--- src/rtl/input_debouncer.sv ---
// Two-stage-minimum synchroniser followed by a STABLE/CONFIRM debounce FSM.
// Produces a clean registered level, a confirm-in-progress flag and a bounce-reject pulse.
module input_debouncer #(
  parameter int   SyncStages   = 2,
  parameter int   StableCycles = 16,
  parameter logic InitLevel    = 1'b0
) (
  input  logic clk,
  input  logic rst,
  input  logic raw,
  output logic level,
  output logic bouncing,
  output logic rejected
);

  localparam int             CW   = $clog2(StableCycles) + 1;
  localparam logic [CW-1:0]  LAST = CW'(StableCycles - 1);

  typedef enum logic {
    STABLE  = 1'b0,
    CONFIRM = 1'b1
  } state_t;

  logic [SyncStages-1:0] sync_p0;
  logic                  synced;

  state_t        state_p1, state_d;
  logic [CW-1:0] cnt_p1, cnt_d;
  logic          level_p1, level_d;
  logic          rejected_p1, rejected_d;

  // Stage 0: synchroniser chain; only its last flop feeds the FSM
  always_ff @(posedge clk or posedge rst) begin
    if (rst) begin
      sync_p0 <= {SyncStages{InitLevel}};
    end else begin
      sync_p0 <= {sync_p0[SyncStages-2:0], raw};
    end
  end

  assign synced = sync_p0[SyncStages-1];

  // Stage 1: debounce FSM registers
  always_ff @(posedge clk or posedge rst) begin
    if (rst) begin
      state_p1    <= STABLE;
      cnt_p1      <= '0;
      level_p1    <= InitLevel;
      rejected_p1 <= 1'b0;
    end else begin
      state_p1    <= state_d;
      cnt_p1      <= cnt_d;
      level_p1    <= level_d;
      rejected_p1 <= rejected_d;
    end
  end

  always_comb begin
    state_d    = state_p1;
    cnt_d      = cnt_p1;
    level_d    = level_p1;
    rejected_d = 1'b0;
    case (state_p1)
      STABLE: begin
        cnt_d = '0;
        if (synced != level_p1) begin
          if (StableCycles == 1) begin
            level_d = ~level_p1;
          end else begin
            state_d = CONFIRM;
            cnt_d   = CW'(1);
          end
        end
      end
      CONFIRM: begin
        if (synced == level_p1) begin
          state_d    = STABLE;
          cnt_d      = '0;
          rejected_d = 1'b1;
        end else if (cnt_p1 == LAST) begin
          // Confirming sample: the only cycle level may move while in CONFIRM
          state_d = STABLE;
          cnt_d   = '0;
          level_d = ~level_p1;
        end else begin
          cnt_d = cnt_p1 + CW'(1);
        end
      end
      default: begin
        state_d = STABLE;
        cnt_d   = '0;
      end
    endcase
  end

  assign level    = level_p1;
  assign bouncing = (state_p1 == CONFIRM);
  assign rejected = rejected_p1;

endmodule

--- config.mk ---
export PLATFORM = sky130hd
export DESIGN_NAME = input_debouncer
export DESIGN_NICKNAME = d
export VERILOG_FILES = /design/src/rtl/input_debouncer.sv
export SDC_FILE = /design/constraint.sdc
export NUM_CORES = 1
export LEC_CHECK = 0
export CAP_MARGIN = 5
export CORE_AREA = 4 4 41 43
export DETAILED_ROUTE_END_ITERATION = 16
export DIE_AREA = 0 0 45 47
export HOLD_SLACK_MARGIN = 0.03
export PLACE_DENSITY = 0.5
export SETUP_SLACK_MARGIN = 0.2
export SLEW_MARGIN = 10
export SYNTH_ARGS = -nofsm -noshare
export SYNTH_HDL_FRONTEND = slang
export SYNTH_SLANG_ARGS = --single-unit
--- constraint.sdc ---
create_clock -name clk -period 4 [get_ports clk]
set_input_delay 0.6 -clock clk [delete_from_list [all_inputs] [get_ports clk]]
set_output_delay 0.6 -clock clk [all_outputs]
set_load 0.05 [all_outputs]
==> run_results.csv, run 1 <==
group,metric,value,unit
outcome,status,"complete, no violations",
sta,max-slew-margin-rel,0.663,
placed_design,gp_congestion,0.620,
detailed_routing,finalWirelength,641,um
sta,transition_time_of_the_tightest_slew_check_pin,504,ps
floorplanning,floorplan.initialDensity,0.301,
power,p_leak,0.229,nW
detailed_routing,vias,241,
synth,ys_seq_area_frac,0.639,
synth,netlist_instances,31,
grt,grt_antenna_before_repair,0,
synth,syn-num-nets,35,
sta,setup_viol,0,
grt,first_global_vias,239,
detailed_routing,drcViolationCount,0,
sta,hold_violations,0,
detailed_routing,dr_vias_cell,4.38,
setup_path,cp-start-kind,"register",
setup_path,reg2reg_depth,4,
sta,finClkSkew,3.54,ps
floorplanning,design.portCount,6,
cts,post_cts.resized_instances,0,
cts,tritoncts,"yes",
cts,clock_insertion_delay_worst_skew,260,ps
setup_path,timing_worst_setup_path_type,"register to output pin",
synth,ys_types,16,
sta,totalNegativeSetupSlack,0,ps
run,maxCapViolCount,0,
grt,grt_start_max_net_pins,11,
setup_path,worst_r2r_startpoint,"cnt_p1[0]",
sta,post-route-min-period,2110,ps
setup_path,cp-end-kind,"output pin",
power,pwr_density_cell,427,mW/mm^2
detailed_routing,detailedRoute.firstPassIterationCount,2,
placed_design,io_buffers,5,
cts,cts_buffer_depth,2,
grt,grtUsageMet3,0.0613,
final_layout,post_route_cells_drive_above_1_share,0.200,
setup_path,timing.reg2reg.setup_slack,2650,ps
sta,max_freq,475,MHz
grt,global_route_usage_over_all_layers,0.0857,
sta,slew_viol_final,0,
cts,cts.clk_slew.worst_paths,70,ps
setup_path,cp.arrival,1510,ps
final_layout,synthToLayoutAreaGrowth,26.8,%
cts,post-cts-setup-buffer-count,0,
setup_path,timing.critical_path.max_delay_family,"buffers and inverters",
cts,h-tree-depth,1,
synth,post_synth.cell_area_avg,12.6,um^2
final_layout,final_cell_area,497,um^2
floorplanning,design.die.area,0.00212,mm^2
cts,ctsHoldBuffers,0,
grt,overflow,0,
cts,cts_buffers,3,
setup_path,crit_slowest_cell,"sky130_fd_sc_hd__clkdlybuf4s50_1",
setup_path,worst_r2r_endpoint,"level",
synth,synth.cell_area,392,um^2
grt,grt_util_met2,0.124,
worst_hold_path,worst_hold_path_type,"register to register",
placed_design,placedInstanceArea,460,um^2
floorplanning,coreArea,0.00130,mm^2
cts,cts_root_buf,"sky130_fd_sc_hd__clkbuf_4",
floorplanning,row_count,13,
detailed_routing,drtIter0Drc,1,
detailed_routing,antenna_violating_nets_post_route,0,
synth,synth.ff_latch_count,10,
final_layout,insertedDiodeCount,0,
grt,grt_most_used_layer,"met2",
cts,cts.sink_count,10,
grt,globalRouteMet1Util,0.0757,
floorplanning,die_x,45,um
worst_hold_path,worst_hold_path.endpoint,"sync_p0[1]",
setup_path,critical_path.cell_chain,"clkdlybuf4s50_1",
sta,rsz_0062_raised_after_global_routing,"no",
setup_path,cp.buffers_inverters,1,
power,ir_drop,0.157,mV
final_layout,number_of_nets_at_the_end_of_the_flow,45,
setup_path,worst_path_largest_cell_delay,830,ps
worst_hold_path,hold_depth,0,
synth,ys_warn_count,0,
detailed_routing,post_drt_wl_per_cell,11.7,um
setup_path,critPathRequiredTime,3400,ps
floorplanning,fp.dieH,47,um
worst_hold_path,timing.hold.worst.start,"sync_p0[0]",
sta,min_period_over_period,0.527,
setup_path,worst-path-max-fanout,5,
grt,grt_first_pass_wirelength,1100,um
==> layer usage <==
metal  wire, um  share of wire
met3         29          0.045
met1        257           0.40
met5          0              0
met4          0              0
met2        354           0.55
==> metrics by stage <==
stage / instances / worst slack [ps] / utilization / power, W / hold slack (ps)
2_1_floorplan: 31 / 2710 / - / 0.000118 / 331
3_3_place_gp: 51 / 2200 / 0.354 / 0.000123 / 348
3_5_place_dp: 51 / 2180 / 0.354 / 0.000124 / 338
4_1_cts: 55 / 1880 / 0.382 / 0.000216 / 363
5_1_grt: 55 / 1830 / 0.382 / 0.000224 / 374
6_report: 55 / 1890 / 0.382 / 0.000212 / 357
==> logic make-up (layout without fill, tap and decap cells) <==
| family | count (synthesis) | after routing | synth area share |
|---|---|---|---|
| buffers and inverters | 2 | 11 | 0.0192 |
| DFF | 10 | 10 | 0.639 |
| adders and majority gates | 1 | 1 | 0.0319 |
| muxes | 1 | 1 | 0.0383 |
| and+or+nand+nor | 13 | 13 | 0.192 |
| xor gates and xnor gates | 3 | 3 | 0.0671 |
| AOI/OAI and AO/OA | 1 | 1 | 0.0128 |
==> how the worst max path moves through the flow <==
stage	from	end	slack (ps)	depth (start not counted)
final	bouncing	bouncing	1890	1
after global routing	bouncing	bouncing	1830	1
after CTS	bouncing	bouncing	1880	1
after detailed placement	bouncing	bouncing	2180	1
after global placement	bouncing	bouncing	2200	1
after floorplan	level	cnt_p1[1]	2710	3
==> cells in the mapped netlist, drive strengths merged <==
master  number  area share
dfrtp       10        0.64
nand2        3       0.035
nor2         3       0.029
and2         2       0.035
inv          2       0.019
nand3        2       0.026
xor2         2       0.045
and4b        1       0.035
ha           1       0.032
mux2         1       0.038
nor3         1       0.013
nor3b        1       0.019
o21ai        1       0.013
xnor2        1       0.022
==> cell type report <==
cell class / instances / area (um^2)
fillers: 140 / 805
flip-flops and latches: 10 / 250
multi-input cells: 19 / 134
repair buffers: 5 / 50.0
clock buffers: 4 / 36.3
well taps: 15 / 18.8
inverters: 2 / 7.51
==> report_power, final <==
part | switching (W) | internal (W) | leakage (nW)
logic | 0.00000859 | 0.00000586 | 0.0785
clock network | 0.0000357 | 0.0000553 | 0.0210
registers | 0.00000234 | 0.000104 | 0.129
total | 0.0000466 | 0.000166 | 0.229
==> cell usage in the layout, fill, tap and decap left out <==
cell type and instances:
sky130_fd_sc_hd__and4b_4 1, sky130_fd_sc_hd__nand2_2 1, sky130_fd_sc_hd__nor3b_1 1, sky130_fd_sc_hd__and2_2 1
sky130_fd_sc_hd__nor2_1 3, sky130_fd_sc_hd__nor3_1 1, sky130_fd_sc_hd__dfrtp_1 10, sky130_fd_sc_hd__ha_1 1
sky130_fd_sc_hd__nand2_1 2, sky130_fd_sc_hd__mux2_4 1, sky130_fd_sc_hd__xor2_1 2, sky130_fd_sc_hd__clkdlybuf4s50_1 5
sky130_fd_sc_hd__inv_1 2, sky130_fd_sc_hd__o21ai_0 1, sky130_fd_sc_hd__nand3_1 2, sky130_fd_sc_hd__and2_1 1
sky130_fd_sc_hd__clkbuf_4 3, sky130_fd_sc_hd__xnor2_1 1, sky130_fd_sc_hd__clkbuf_8 1
==> registers in the layout (all words and copies together), names as in the netlist <==
name and flops:
level 1, bouncing 1, cnt_p1 5, rejected 1, sync_p0 2
No activity file was read; power rests on OpenSTA's default activity.
==> inputs of run 2 (changes only) <==
clock period = 2.01 ns   (was 4 ns; I/O delays follow)
==> run 2 against run 1 <==
Against the previous run: routed wire length up 0.31%; sequential share of layout area down 0.13 points; clock skew about the same; critical path type unchanged.
==> run_results.csv, run 2 (synthesis gave the netlist of run 1 again) <==
group,metric,value,unit
outcome,status,"complete, no violations",
detailed_routing,vias,241,
sta,post-route-min-period,1690,ps
cts,cts_buffers,3,
setup_path,timing_worst_setup_path_type,"register to output pin",
cts,cts_root_buf,"sky130_fd_sc_hd__clkbuf_4",
sta,transition_time_of_the_tightest_slew_check_pin,515,ps
setup_path,worst_path_largest_cell_delay,790,ps
setup_path,timing.critical_path.max_delay_family,"buffers and inverters",
sta,max_freq,592,MHz
sta,min_period_over_period,0.840,
final_layout,registers.top_by_ff_count,"cnt_p1",
power,switching_power,0.0000927,W
floorplanning,floorplan.initialDensity,0.301,
setup_path,cp-end-kind,"output pin",
final_layout,largest_register_ff_count,5,
cts,post-cts-setup-buffer-count,0,
sta,slew_viol_final,0,
cts,clock_insertion_delay_worst_skew,260,ps
detailed_routing,drtIter0Drc,1,
final_layout,final_cell_area,498,um^2
grt,global_route_usage_over_all_layers,0.0857,
sta,finClkSkew,3.54,ps
power,power.internal,0.000329,W
power,p_leak,0.249,nW
power,power,0.000421,W
sta,max-slew-margin-rel,0.656,
cts,tritoncts,"yes",
placed_design,dp_cells,51,
final_layout,post_route_cells_drive_above_1_share,0.200,
power,power.sequential.fraction,0.504,
setup_path,worst-path-max-fanout,1,
setup_path,cp-start-kind,"register",
final_layout,mostFrequentLayoutCell,"sky130_fd_sc_hd__dfrtp_1",
final_layout,number_of_nets_at_the_end_of_the_flow,45,
detailed_routing,antenna_violating_nets_post_route,0,
power,pwr-share-clk,0.429,
setup_path,critical_path.cell_chain,"clkdlybuf4s50_1",
power,switching_share,0.220,
final_layout,synthToLayoutAreaGrowth,27.2,%
floorplanning,design.portCount,6,
sta,setup_viol,0,
cts,cts.sink_count,10,
setup_path,cp.buffers_inverters,1,
cts,h-tree-depth,1,
sta,hold_violations,0,
grt,grt_antenna_before_repair,0,
detailed_routing,finalWirelength,643,um
setup_path,critPathRequiredTime,1710,ps
cts,cts_buffer_depth,2,
final_layout,layout.cells.most_common_list,"sky130_fd_sc_hd__dfrtp_1, sky130_fd_sc_hd__nor2_1, sky130_fd_sc_hd__clkbuf_4, sky130_fd_sc_hd__clkdlybuf4s50_1",
cts,cts.clk_slew.worst_paths,70,ps
run,maxCapViolCount,0,
final_layout,layout.core_utilization,0.383,
setup_path,crit_slowest_cell,"sky130_fd_sc_hd__clkdlybuf4s50_1",
detailed_routing,drcViolationCount,0,
power,share_comb_of_total_power,0.067,
final_layout,insertedDiodeCount,0,
final_layout,top_regs,"cnt_p1: 5 flops, sync_p0: 2 flops",
floorplanning,coreArea,0.00130,mm^2
detailed_routing,detailedRoute.firstPassIterationCount,2,
power,ir_drop,0.312,mV
floorplanning,die_x,45,um
power,pwr_density_cell,846,mW/mm^2
floorplanning,row_count,13,
grt,grt_first_pass_wirelength,1100,um
grt,grt_start_max_net_pins,11,
grt,first_global_vias,239,
sta,rsz_0062_raised_after_global_routing,"no",
final_layout,final-instance-count-excl-fill,55,
grt,overflow,0,
detailed_routing,post_drt_wl_per_cell,11.7,um
setup_path,cp.arrival,1390,ps
placed_design,placedInstanceArea,460,um^2
placed_design,io_buffers,5,
floorplanning,fp.dieH,47,um
placed_design,gp_congestion,0.620,
sta,totalNegativeSetupSlack,0,ps
worst_hold_path,worst_hold_path_type,"input pin to asynchronous set/reset pin",
detailed_routing,dr_vias_cell,4.38,
floorplanning,design.die.area,0.00212,mm^2
## run 2: cell count changes in the layout (fill, tap and decap cells not counted), sizes merged
cell	change
dlymetal6s2s	+1
clkdlybuf4s50	-2
dlygate4sd2	+1
## run 2: power by group through the flow
stage / Clock, W / Combinational (W) / Sequential, W
final: 0.000181 / 0.0000280 / 0.000212
after global routing: 0.000202 / 0.0000307 / 0.000214
after CTS: 0.000186 / 0.0000289 / 0.000213
after detailed placement: 0 / 0.0000296 / 0.000217
after global placement: 0 / 0.0000287 / 0.000216
after floorplan: 0 / 0.0000112 / 0.000223
## run 2: worst paths after layout
kind	startpoint	to	slack, ps	cells after the start
setup / recovery	rejected	rejected	320	1
hold / removal	rst	sync_p0[0]	310	2
setup reg to reg	cnt_p1[0]	level	660	4
hold reg to reg	sync_p0[0]	sync_p0[1]	360	0
min in group clk	sync_p0[0]	sync_p0[1]	360	0
max in group asynchronous	rst	rejected	1430	2
## run 2: routing by layer
metal / track usage / routed length (um)
met5: 0 / 0
met4: 0.0877 / 0
met3: 0.0613 / 29
met2: 0.124 / 354
met1: 0.0757 / 259
## run 2: per-stage QoR
| stage | worst slack (ps) | hold slack (ps) |
|---|---|---|
| 6_report | 322 | 307 |
| 5_1_grt | 268 | 314 |
| 4_1_cts | 207 | 313 |
| 3_5_place_dp | 489 | 338 |
| 3_3_place_gp | 505 | 348 |
| 2_1_floorplan | 718 | 142 |
## run 2: cell type report
type	instances	area, um^2
repair buffers	5	51.3
fillers	141	803
multi-input cells	19	134
inverters	2	7.51
flip-flops and latches	10	250
clock buffers	4	36.3
well taps	15	18.8
## run 2: what timing repair did
item,CTS,global route
gates resized for setup,1,1
hold buffers,0,0
setup endpoints to repair,1,1
pin swaps,0,0
